$ cat src/rtl/riscv_isa_pkg.sv
// Shared ISA-level types for the fetch front end: instruction word, fetch packet and fetch FSM states.
// Consumers: fetch_queue (top) and anything that decodes its output packet.
package riscv_isa;

  localparam int XLEN_DEFAULT = 32;
  localparam int ILEN         = 32;

  typedef logic [ILEN-1:0] INSTRUCTION;

  // Layout of the decode-facing packet at the default address width; pc sits in the upper bits.
  typedef struct packed {
    logic [XLEN_DEFAULT-1:0] pc;
    INSTRUCTION              instr;
  } FETCH_PACKET;

  typedef enum logic [1:0] {
    IDLE = 2'd0,
    REQ  = 2'd1,
    FULL = 2'd2
  } FETCH_STATE;

  // A cycle is a stall when fetch waits on the icache or is blocked by a full queue.
  function automatic logic fetch_stalled(input FETCH_STATE state, input logic cache_valid);
    return ((state == REQ) && !cache_valid) || (state == FULL);
  endfunction

endpackage

$ cat src/rtl/fetch_fifo.sv
// Registered circular buffer with synchronous flush and occupancy count; head is readable without a pop.
// DEPTH must be a power of two so the pointers wrap naturally.
module fetch_fifo
#(
  parameter int  DEPTH = 4,
  parameter type T     = logic [31:0]
) (
  input  logic                       clk,
  input  logic                       reset,
  input  logic                       flush,
  input  logic                       push,
  input  T                           push_data,
  input  logic                       pop,
  output T                           pop_data,
  output logic                       empty,
  output logic [$clog2(DEPTH+1)-1:0] count
);

  localparam int AW = (DEPTH > 1) ? $clog2(DEPTH) : 1;
  localparam int CW = $clog2(DEPTH+1);

  T                mem_q [DEPTH];
  logic [AW-1:0]   wr_ptr_q, wr_ptr_d;
  logic [AW-1:0]   rd_ptr_q, rd_ptr_d;
  logic [CW-1:0]   count_q, count_d;
  logic            do_push;
  logic            do_pop;

  // A push into a full buffer is only legal when the head leaves in the same cycle.
  assign do_pop  = pop && (count_q != '0);
  assign do_push = push && ((count_q != CW'(DEPTH)) || do_pop);

  always_comb begin
    wr_ptr_d = wr_ptr_q;
    rd_ptr_d = rd_ptr_q;
    count_d  = count_q;
    if (flush) begin
      wr_ptr_d = '0;
      rd_ptr_d = '0;
      count_d  = '0;
    end else begin
      if (do_push) wr_ptr_d = wr_ptr_q + AW'(1);
      if (do_pop)  rd_ptr_d = rd_ptr_q + AW'(1);
      count_d = count_q + CW'(do_push) - CW'(do_pop);
    end
  end

  always_ff @(posedge clk) begin
    if (!reset) begin
      wr_ptr_q <= '0;
      rd_ptr_q <= '0;
      count_q  <= '0;
    end else begin
      wr_ptr_q <= wr_ptr_d;
      rd_ptr_q <= rd_ptr_d;
      count_q  <= count_d;
    end
  end

  always_ff @(posedge clk) begin
    if (do_push && !flush) mem_q[wr_ptr_q] <= push_data;
  end

  assign pop_data = mem_q[rd_ptr_q];
  assign empty    = (count_q == '0);
  assign count    = count_q;

endmodule

$ cat src/rtl/fetch_queue.sv
// Instruction fetch stage: PC generator, icache request port and instruction queue toward decode.
// Define FETCH_QUEUE_PERF_EN to add the stall-cycle and flush counters.
module fetch_queue
  import riscv_isa::*;
#(
  parameter int              XLEN        = 32,
  parameter int              QUEUE_DEPTH = 4,
  parameter logic [XLEN-1:0] RESET_PC    = '0
) (
  input  logic                                 clk,
  input  logic                                 reset,
  input  logic                                 jump,
  input  logic [XLEN-1:0]                      jump_addr,
  output logic [XLEN-1:0]                      cache_instruction_addr,
  input  logic [31:0]                          cache_instruction_data,
  input  logic                                 cache_instruction_valid,
  output logic [XLEN+31:0]                     decode_instruction_data,
  output logic                                 decode_instruction_valid,
  input  logic                                 decode_ready,
  output logic [$clog2(QUEUE_DEPTH+1)-1:0]     queue_count
`ifdef FETCH_QUEUE_PERF_EN
  ,
  output logic [31:0]                          perf_stall_cycles,
  output logic [31:0]                          perf_flush_count
`endif
);

  localparam int CW = $clog2(QUEUE_DEPTH+1);

  typedef struct packed {
    logic [XLEN-1:0] pc;
    INSTRUCTION      instr;
  } fetch_packet_t;

  FETCH_STATE      state_q, state_d;
  logic [XLEN-1:0] pc_q, pc_d;
  logic            push;
  logic            pop;
  logic            flush;
  logic            q_empty;
  logic [CW:0]     occ_after_push;
  fetch_packet_t   push_pkt;
  fetch_packet_t   head_pkt;
  logic            unused_jump_lsbs;

  assign pop            = decode_instruction_valid && decode_ready;
  assign occ_after_push = {1'b0, queue_count} + (CW+1)'(1) - (CW+1)'(pop);
  assign push_pkt       = '{pc: pc_q, instr: cache_instruction_data};
  assign unused_jump_lsbs = ^jump_addr[1:0];

  always_comb begin
    state_d = state_q;
    pc_d    = pc_q;
    push    = 1'b0;
    flush   = 1'b0;
    if (jump) begin
      // Redirect wins over everything: same-cycle response is dropped, queue emptied.
      flush   = 1'b1;
      pc_d    = {jump_addr[XLEN-1:2], 2'b00};
      state_d = REQ;
    end else begin
      unique case (state_q)
        IDLE: state_d = REQ;
        REQ: begin
          if (cache_instruction_valid) begin
            push = 1'b1;
            pc_d = pc_q + XLEN'(4);
            if (occ_after_push == (CW+1)'(QUEUE_DEPTH)) state_d = FULL;
          end
        end
        FULL: begin
          if (pop) state_d = REQ;
        end
        default: state_d = IDLE;
      endcase
    end
  end

  always_ff @(posedge clk) begin
    if (!reset) begin
      state_q <= IDLE;
      pc_q    <= RESET_PC;
    end else begin
      state_q <= state_d;
      pc_q    <= pc_d;
    end
  end

  fetch_fifo #(
    .DEPTH (QUEUE_DEPTH),
    .T     (fetch_packet_t)
  ) u_fifo (
    .clk       (clk),
    .reset     (reset),
    .flush     (flush),
    .push      (push),
    .push_data (push_pkt),
    .pop       (pop),
    .pop_data  (head_pkt),
    .empty     (q_empty),
    .count     (queue_count)
  );

  assign cache_instruction_addr   = pc_q;
  assign decode_instruction_data  = head_pkt;
  assign decode_instruction_valid = !q_empty;

`ifdef FETCH_QUEUE_PERF_EN
  logic [31:0] stall_cnt_q, stall_cnt_d;
  logic [31:0] flush_cnt_q, flush_cnt_d;

  // Both counters stick at all-ones instead of wrapping.
  always_comb begin
    stall_cnt_d = stall_cnt_q;
    flush_cnt_d = flush_cnt_q;
    if (fetch_stalled(state_q, cache_instruction_valid) && (stall_cnt_q != '1))
      stall_cnt_d = stall_cnt_q + 32'd1;
    if (jump && (flush_cnt_q != '1))
      flush_cnt_d = flush_cnt_q + 32'd1;
  end

  always_ff @(posedge clk) begin
    if (!reset) begin
      stall_cnt_q <= '0;
      flush_cnt_q <= '0;
    end else begin
      stall_cnt_q <= stall_cnt_d;
      flush_cnt_q <= flush_cnt_d;
    end
  end

  assign perf_stall_cycles = stall_cnt_q;
  assign perf_flush_count  = flush_cnt_q;
`endif

endmodule

$ cat config.mk
export PLATFORM = sky130hd
export DESIGN_NAME = fetch_queue
export DESIGN_NICKNAME = d
export VERILOG_FILES = /design/src/rtl/riscv_isa_pkg.sv /design/src/rtl/fetch_fifo.sv /design/src/rtl/fetch_queue.sv
export SDC_FILE = /design/constraint.sdc
export NUM_CORES = 1
export LEC_CHECK = 0
export ABC_AREA = 1
export CAP_MARGIN = 20
export CORE_ASPECT_RATIO = 0.9
export CORE_UTILIZATION = 40
export CTS_CLUSTER_DIAMETER = 100
export DETAILED_ROUTE_END_ITERATION = 8
export GPL_TIMING_DRIVEN = 0
export HOLD_SLACK_MARGIN = 0.12
export MAX_ROUTING_LAYER = met4
export PLACE_DENSITY = 0.73
export SLEW_MARGIN = 20
export SYNTH_ARGS = -nofsm -noshare
export SYNTH_HDL_FRONTEND = slang
export SYNTH_SLANG_ARGS = --single-unit
$ cat constraint.sdc
create_clock -name clk -period 12.8 [get_ports clk]
set_input_delay 2.56 -clock clk [delete_from_list [all_inputs] [get_ports clk]]
set_output_delay 2.56 -clock clk [all_outputs]
set_load 0.1 [all_outputs]
==> results.sh, run 1 <==
export IMPL_yosysTopAreaCellShare=0.626
export IMPL_ys_flop_type="edfxtp_1"
export IMPL_crit_fanout=10
export IMPL_switching_power_mw=0.542
export IMPL_grt_pass1_vias=8215
export IMPL_start_util=0.409
export IMPL_ys_types=33
export IMPL_gr_max_usage_layer="met2"
export IMPL_first_pass_iters=6
export IMPL_synth_edf_count=248
export IMPL_die_area_mm2=0.0304
export IMPL_final_core_util=0.525
export IMPL_total_power_mw=2.18
export IMPL_synthesis_area_mm2=0.0119
export IMPL_maxCapViolCount=0
export IMPL_cts_buffers=29
export IMPL_dp_cells=1613
export IMPL_setup_violations=0
export IMPL_fin_tns_setup_ps=0
export IMPL_dieHeight_um=166
export IMPL_clkSinkCount=289
export IMPL_cp_slowest_cell="clkdlybuf4s50_1"
export IMPL_routed_wl_um=29500
export IMPL_critical_path_required_ps=10240
export IMPL_synth_seq_cells=289
export IMPL_status="finished clean"
export IMPL_hold_viol=0
export IMPL_cts_path_max_buffers=3
export IMPL_timing_final_ws_setup_ps=6610
export IMPL_finalCritPeriodShare=0.484
export IMPL_wire_per_inst_um=17.8
export IMPL_core_mm2=0.0291
export IMPL_rows=59
export IMPL_cts_root_buffer="clkbuf_16"
export IMPL_htreeDepth=1
export IMPL_preCtsSetupSlack_ps=7170
export IMPL_drtIter0Drc=791
export IMPL_n_antenna_cell=0
export IMPL_power_frac_clock=0.400
export IMPL_area_delta_synth_final_pct=28.5
export IMPL_drv_slew=0
export IMPL_grt_pass1_wl_um=44300
export IMPL_power_frac_seq=0.486
export IMPL_yosysMostFrequentCell="edfxtp_1"
export IMPL_gp_congestion=0.886
export IMPL_p_int_mw=1.63
export IMPL_fin_skew_ps=17.8
export IMPL_grt_max_degree=26
export IMPL_hold_path_class="reg -> reg"
export IMPL_rsz0062_at_grt="false"
export IMPL_p_per_area_mw_per_mm2=142
export IMPL_netlist_top_cell_by_area="edfxtp_1"
export IMPL_syn_inst=1041
export IMPL_fmax_ghz=0.162
export IMPL_route_detailed_drc=0
export IMPL_place_area_mm2=0.0143
export IMPL_ctsHoldBuffers=0
export IMPL_synthTopCellsByArea="edfxtp_1, dfxtp_1, o21ai_0"
export IMPL_use_met3=0.0303
export IMPL_cts_resized=0
export IMPL_dp_hpwl_um=19700
export IMPL_nets=1327
export IMPL_design_area_mm2=0.0153
export IMPL_pwr_share_comb=0.114
export IMPL_numPortBuffers=162
export IMPL_worst_slew_pin_slew_ps=1080
export IMPL_period_needed_ps=6190
export IMPL_cts_tree="done"
export IMPL_clk_transition_reported_paths_ps=60
export IMPL_path_class="reg -> out"
export IMPL_overflow=0
export IMPL_yosys_top_cells_count="edfxtp_1, nor2_1, o21ai_0"
export IMPL_vdd_drop_max_mv=0.101
export IMPL_worstPathCellList="clkbuf_1 > inv_1 > clkbuf_1 > o21ai_0 > o22ai_1 > clkdlybuf4s50_1"
export IMPL_ant_nets=0
export IMPL_drive_above_1_share=0.0854
export IMPL_leakagePower_nw=5.22
export IMPL_async_flop_share=0
export IMPL_use_met2=0.322
export IMPL_instances_no_fill=1661
export IMPL_via_count=8564
export IMPL_die_w_um=184
export IMPL_yosys_warnings=0
export IMPL_cp_end_kind="output pin"
export IMPL_swShare=0.249
export IMPL_cts_setup_buffers=0
export IMPL_crit_path_frequent_cell="clkbuf_1"
export IMPL_slowest_delay_ps=1210
export IMPL_grt_use_met1=0.262
export IMPL_fin_hold_ws_ps=482
export IMPL_via_per_inst=5.16
export IMPL_maxSlewHeadroom=0.275
export IMPL_avgSynthCellArea_um2=11.4
export IMPL_critPathLaunchType="flip-flop"
export IMPL_globalRouteTotalUtil=0.197
export IMPL_clk_insertion_delay_late_ps=540
export IMPL_ys_seq_area_frac=0.696
export IMPL_ios=169
export IMPL_antenna_found_initial=0
export IMPL_crit_arrival_ps=3630
-- cells in the final DEF, fill, tap and decap left out, types with 2 or more instances in the layout --
cell,instances
xor2_1,3
nor3_1,2
nand2_2,6
clkinvlp_4,2
nand3_1,38
clkdlybuf4s50_1,162
a31oi_1,8
a21oi_1,29
dfxtp_1,41
buf_6,2
clkbuf_16,29
nand2_1,109
nor2_4,11
or2_2,2
buf_4,6
ha_1,9
bufinv_16,6
clkbuf_1,36
nor2_1,164
buf_16,5
xnor2_1,5
nand2_4,2
nor2_2,7
buf_2,12
edfxtp_1,248
nand3b_1,2
inv_2,3
clkinv_1,5
o21ai_0,158
conb_1,4
buf_12,5
o22ai_1,62
clkinv_2,3
inv_1,70
-- state kept, by name (all words and copies together), names as in the netlist, named ones only --
signal,cells
u_fifo.rd_ptr_q,2
u_fifo.wr_ptr_q,2
u_fifo.count,3
cache_instruction_addr,30
u_fifo.mem_q,248
state_q,2
-- path summary, 6_finish.rpt --
| check | from | endpoint | slack (ps) | depth (start not counted) |
|---|---|---|---|---|
| min | u_fifo.rd_ptr_q[0] | u_fifo.rd_ptr_q[0] | 480 | 1 |
| max reg2reg | u_fifo.count[1] | u_fifo.count[2] | 10490 | 11 |
| max | flip-flop | decode_instruction_data[48] | 6610 | 6 |
| min reg2reg | u_fifo.rd_ptr_q[0] | u_fifo.rd_ptr_q[0] | 480 | 1 |
-- layer usage --
layer  part of all wire  vias up  routed length (um)
met3              0.088       44                2580
met2               0.47      396               13800
met4              0.019        0                 546
met5                  0        -                   0
met1               0.42     4041               12500
li1                   -     4083                   -
-- critical path, delay by kind of cell, from the launching register on --
family | cells | cell delay, ps
compound gates | 2 | 500
buf+inv | 4 | 2280
flops | 1 | 290
-- power groups by stage --
stage               Clock, mW  Combinational, mW  Sequential (mW)
floorplan                   0              0.125             1.12
global placement            0              0.243             1.08
detailed placement          0              0.248             1.08
CTS                     0.882              0.248             1.06
global route            0.912              0.260             1.06
finish                  0.870              0.248             1.06
-- kinds of logic (layout without fill, tap and decap cells) --
kind of cell | after synthesis | after routing | synth area share
xor+xnor | 8 | 8 | 0.00589
buf+inv | 129 | 350 | 0.0454
other cells | 1 | 4 | 0.000315
simple gates | 345 | 345 | 0.125
flops | 289 | 289 | 0.696
fa+ha+maj | 10 | 10 | 0.0112
compound gates | 259 | 259 | 0.117
-- final cells by class --
cell class | instances | area, um^2
flip-flops and latches | 289 | 8270
fillers | 2480 | 13800
plain buffers | 54 | 255
well taps | 396 | 495
clock inverters | 17 | 239
multi-input cells | 626 | 3120
inverters | 75 | 284
clock buffers | 31 | 733
repair buffers | 173 | 1870
(Power assumes the default switching activity.)
==> run 2: changes to the inputs <==
--- a/config.mk
+++ b/config.mk
@@ -14,7 +14,7 @@
 export GPL_TIMING_DRIVEN = 0
 export HOLD_SLACK_MARGIN = 0.12
 export MAX_ROUTING_LAYER = met4
-export PLACE_DENSITY = 0.73
+export PLACE_DENSITY = 0.75
 export SLEW_MARGIN = 20
 export SYNTH_ARGS = -nofsm -noshare
 export SYNTH_HDL_FRONTEND = slang
==> constraint.sdc (replaced) <==
create_clock -name clk -period 5.2 [get_ports clk]
set_input_delay 1.04 -clock clk [delete_from_list [all_inputs] [get_ports clk]]
set_output_delay 1.04 -clock clk [all_outputs]
set_load 0.1 [all_outputs]
==> results.sh, run 2 (synthesized netlist as in run 1, its figures left out) <==
export IMPL_status="finished clean"
export IMPL_grt_pass1_vias=8228
export IMPL_largest_reg_flops=248
export IMPL_htreeDepth=1
export IMPL_n_antenna_cell=0
export IMPL_cts_buffers=29
export IMPL_via_per_inst=5.15
export IMPL_rows=59
export IMPL_ios=169
export IMPL_mostFrequentLayoutCell="edfxtp_1"
export IMPL_place_area_mm2=0.0143
export IMPL_holdCritStartpoint="u_fifo.rd_ptr_q[1]"
export IMPL_finalCritPeriodShare=0.900
export IMPL_grt_max_degree=26
export IMPL_rsz0062_at_grt="false"
export IMPL_crit_arrival_ps=3640
export IMPL_grt_pass1_wl_um=44900
export IMPL_clk_transition_reported_paths_ps=60
export IMPL_drive_above_1_share=0.0827
export IMPL_worst_slew_pin_slew_ps=1090
export IMPL_die_w_um=184
export IMPL_ctsHoldBuffers=0
export IMPL_design_area_mm2=0.0152
export IMPL_area_delta_synth_final_pct=28.2
export IMPL_wire_per_inst_um=17.8
export IMPL_reg2reg_slack_ps=2910
export IMPL_worstHoldPathCells=2
export IMPL_clkSinkCount=289
export IMPL_maxSlewHeadroom=0.270
export IMPL_maxCapViolCount=0
export IMPL_crit_fanout=10
export IMPL_path_class="reg -> out"
export IMPL_gp_congestion=0.884
export IMPL_dp_hpwl_um=19900
export IMPL_globalRouteTotalUtil=0.199
export IMPL_numPortBuffers=162
export IMPL_timing_final_ws_setup_ps=520
export IMPL_cts_setup_buffers=0
export IMPL_first_pass_iters=5
export IMPL_cts_tree="done"
export IMPL_hold_viol=0
export IMPL_route_detailed_drc=0
export IMPL_p_per_area_mw_per_mm2=348
export IMPL_use_met2=0.326
export IMPL_period_needed_ps=4680
export IMPL_ant_nets=0
export IMPL_critical_path_required_ps=4160
export IMPL_most_common_layout_cells="edfxtp_1, nor2_1, clkdlybuf4s50_1"
export IMPL_gr_max_usage_layer="met2"
export IMPL_grt_use_met1=0.263
export IMPL_nets=1326
export IMPL_cts_resized=0
export IMPL_fmax_ghz=0.214
export IMPL_dieHeight_um=166
export IMPL_cts_root_buffer="clkbuf_16"
export IMPL_crit_reg2reg_launch="u_fifo.count[1]"
export IMPL_via_count=8573
export IMPL_critPathLaunchType="flip-flop"
export IMPL_drv_slew=0
export IMPL_antenna_found_initial=0
export IMPL_top_register="u_fifo.mem_q"
export IMPL_use_met3=0.0283
export IMPL_drtIter0Drc=819
export IMPL_clk_insertion_delay_late_ps=560
export IMPL_leakagePower_nw=5.20
export IMPL_cp_end_kind="output pin"
export IMPL_vdd_drop_max_mv=0.230
export IMPL_routed_wl_um=29700
export IMPL_fillers=2444
export IMPL_r2r_cells=11
export IMPL_fin_skew_ps=18.9
export IMPL_die_area_mm2=0.0304
export IMPL_cts_path_max_buffers=3
export IMPL_setup_violations=0
export IMPL_preCtsSetupSlack_ps=1070
export IMPL_hold_path_class="reg -> reg"
export IMPL_rr_endpoint="u_fifo.count[2]"
export IMPL_core_mm2=0.0291
export IMPL_overflow=0
export IMPL_start_util=0.409
## run 2: changes by cell type in the layout (fill, tap and decap cells not counted)
cell / previous run / this run
bufinv_16: 6 / 4
buf_12: 5 / 4
clkinv_4: 1 / 2
clkbuf_1: 36 / 43
inv_6: 0 / 1
buf_8: 1 / 0
buf_16: 5 / 6
clkinv_1: 5 / 6
clkinvlp_4: 2 / 1
clkinvlp_2: 1 / 0
## run 2: through the flow
stage | hold WS, ps | util | total power, mW | setup TNS [ps] | cells
after CTS | 466 | 0.524 | 5.32 | 0 | 1666
after detailed placement | 456 | 0.491 | 3.26 | 0 | 1612
after global placement | 454 | 0.482 | 3.25 | -438990 | 1602
after floorplan | 436 | - | 3.05 | 0 | 1044
after global routing | 507 | 0.524 | 5.45 | 0 | 1666
final | 463 | 0.524 | 5.30 | 0 | 1666
## run 2: worst max-delay path by stage
stage	start	endpoint	slack (ps)	depth (start not counted)
2_1_floorplan	u_fifo.count[1]	u_fifo.mem_q[0][0]	540	6
3_3_place_gp	cache_instruction_valid	u_fifo.mem_q[0][24]	-1890	7
3_5_place_dp	flip-flop	decode_instruction_data[45]	1070	6
4_1_cts	flip-flop	decode_instruction_data[45]	480	6
5_1_grt	flip-flop	decode_instruction_data[45]	380	6
6_report	flip-flop	decode_instruction_data[45]	520	6
## run 2: cell type report
type | count | area, um^2 | share of cell area
clock inverter | 16 | 188 | 0.0123
inverter | 75 | 284 | 0.0186
timing repair buffer | 172 | 1870 | 0.123
clock buffer | 38 | 759 | 0.0498
sequential | 289 | 8270 | 0.543
buffer | 54 | 255 | 0.0168
tap | 396 | 495 | 0.0325
multi-input combinational | 626 | 3120 | 0.205
## run 2: report_power, final
| part | internal, mW | leakage, nW | switching (mW) |
|---|---|---|---|
| clock | 1.23 | 0.457 | 0.854 |
| sequential | 2.56 | 2.60 | 0.0509 |
| combinational | 0.161 | 2.14 | 0.449 |
| total | 3.94 | 5.20 | 1.35 |
## run 2: critical path: stages (launching register included)
cell             delay, ps
dfxtp_1                290
clkbuf_1               300
inv_1                  380
clkbuf_1               390
o21ai_0                180
o22ai_1                300
clkdlybuf4s50_1       1220
## run 2: metal layers
metal / part of all wire / vias to the layer above
li1: - / 4088
met1: 0.44 / 4054
met2: 0.47 / 378
met3: 0.073 / 53
met4: 0.020 / 0
met5: 0 / -
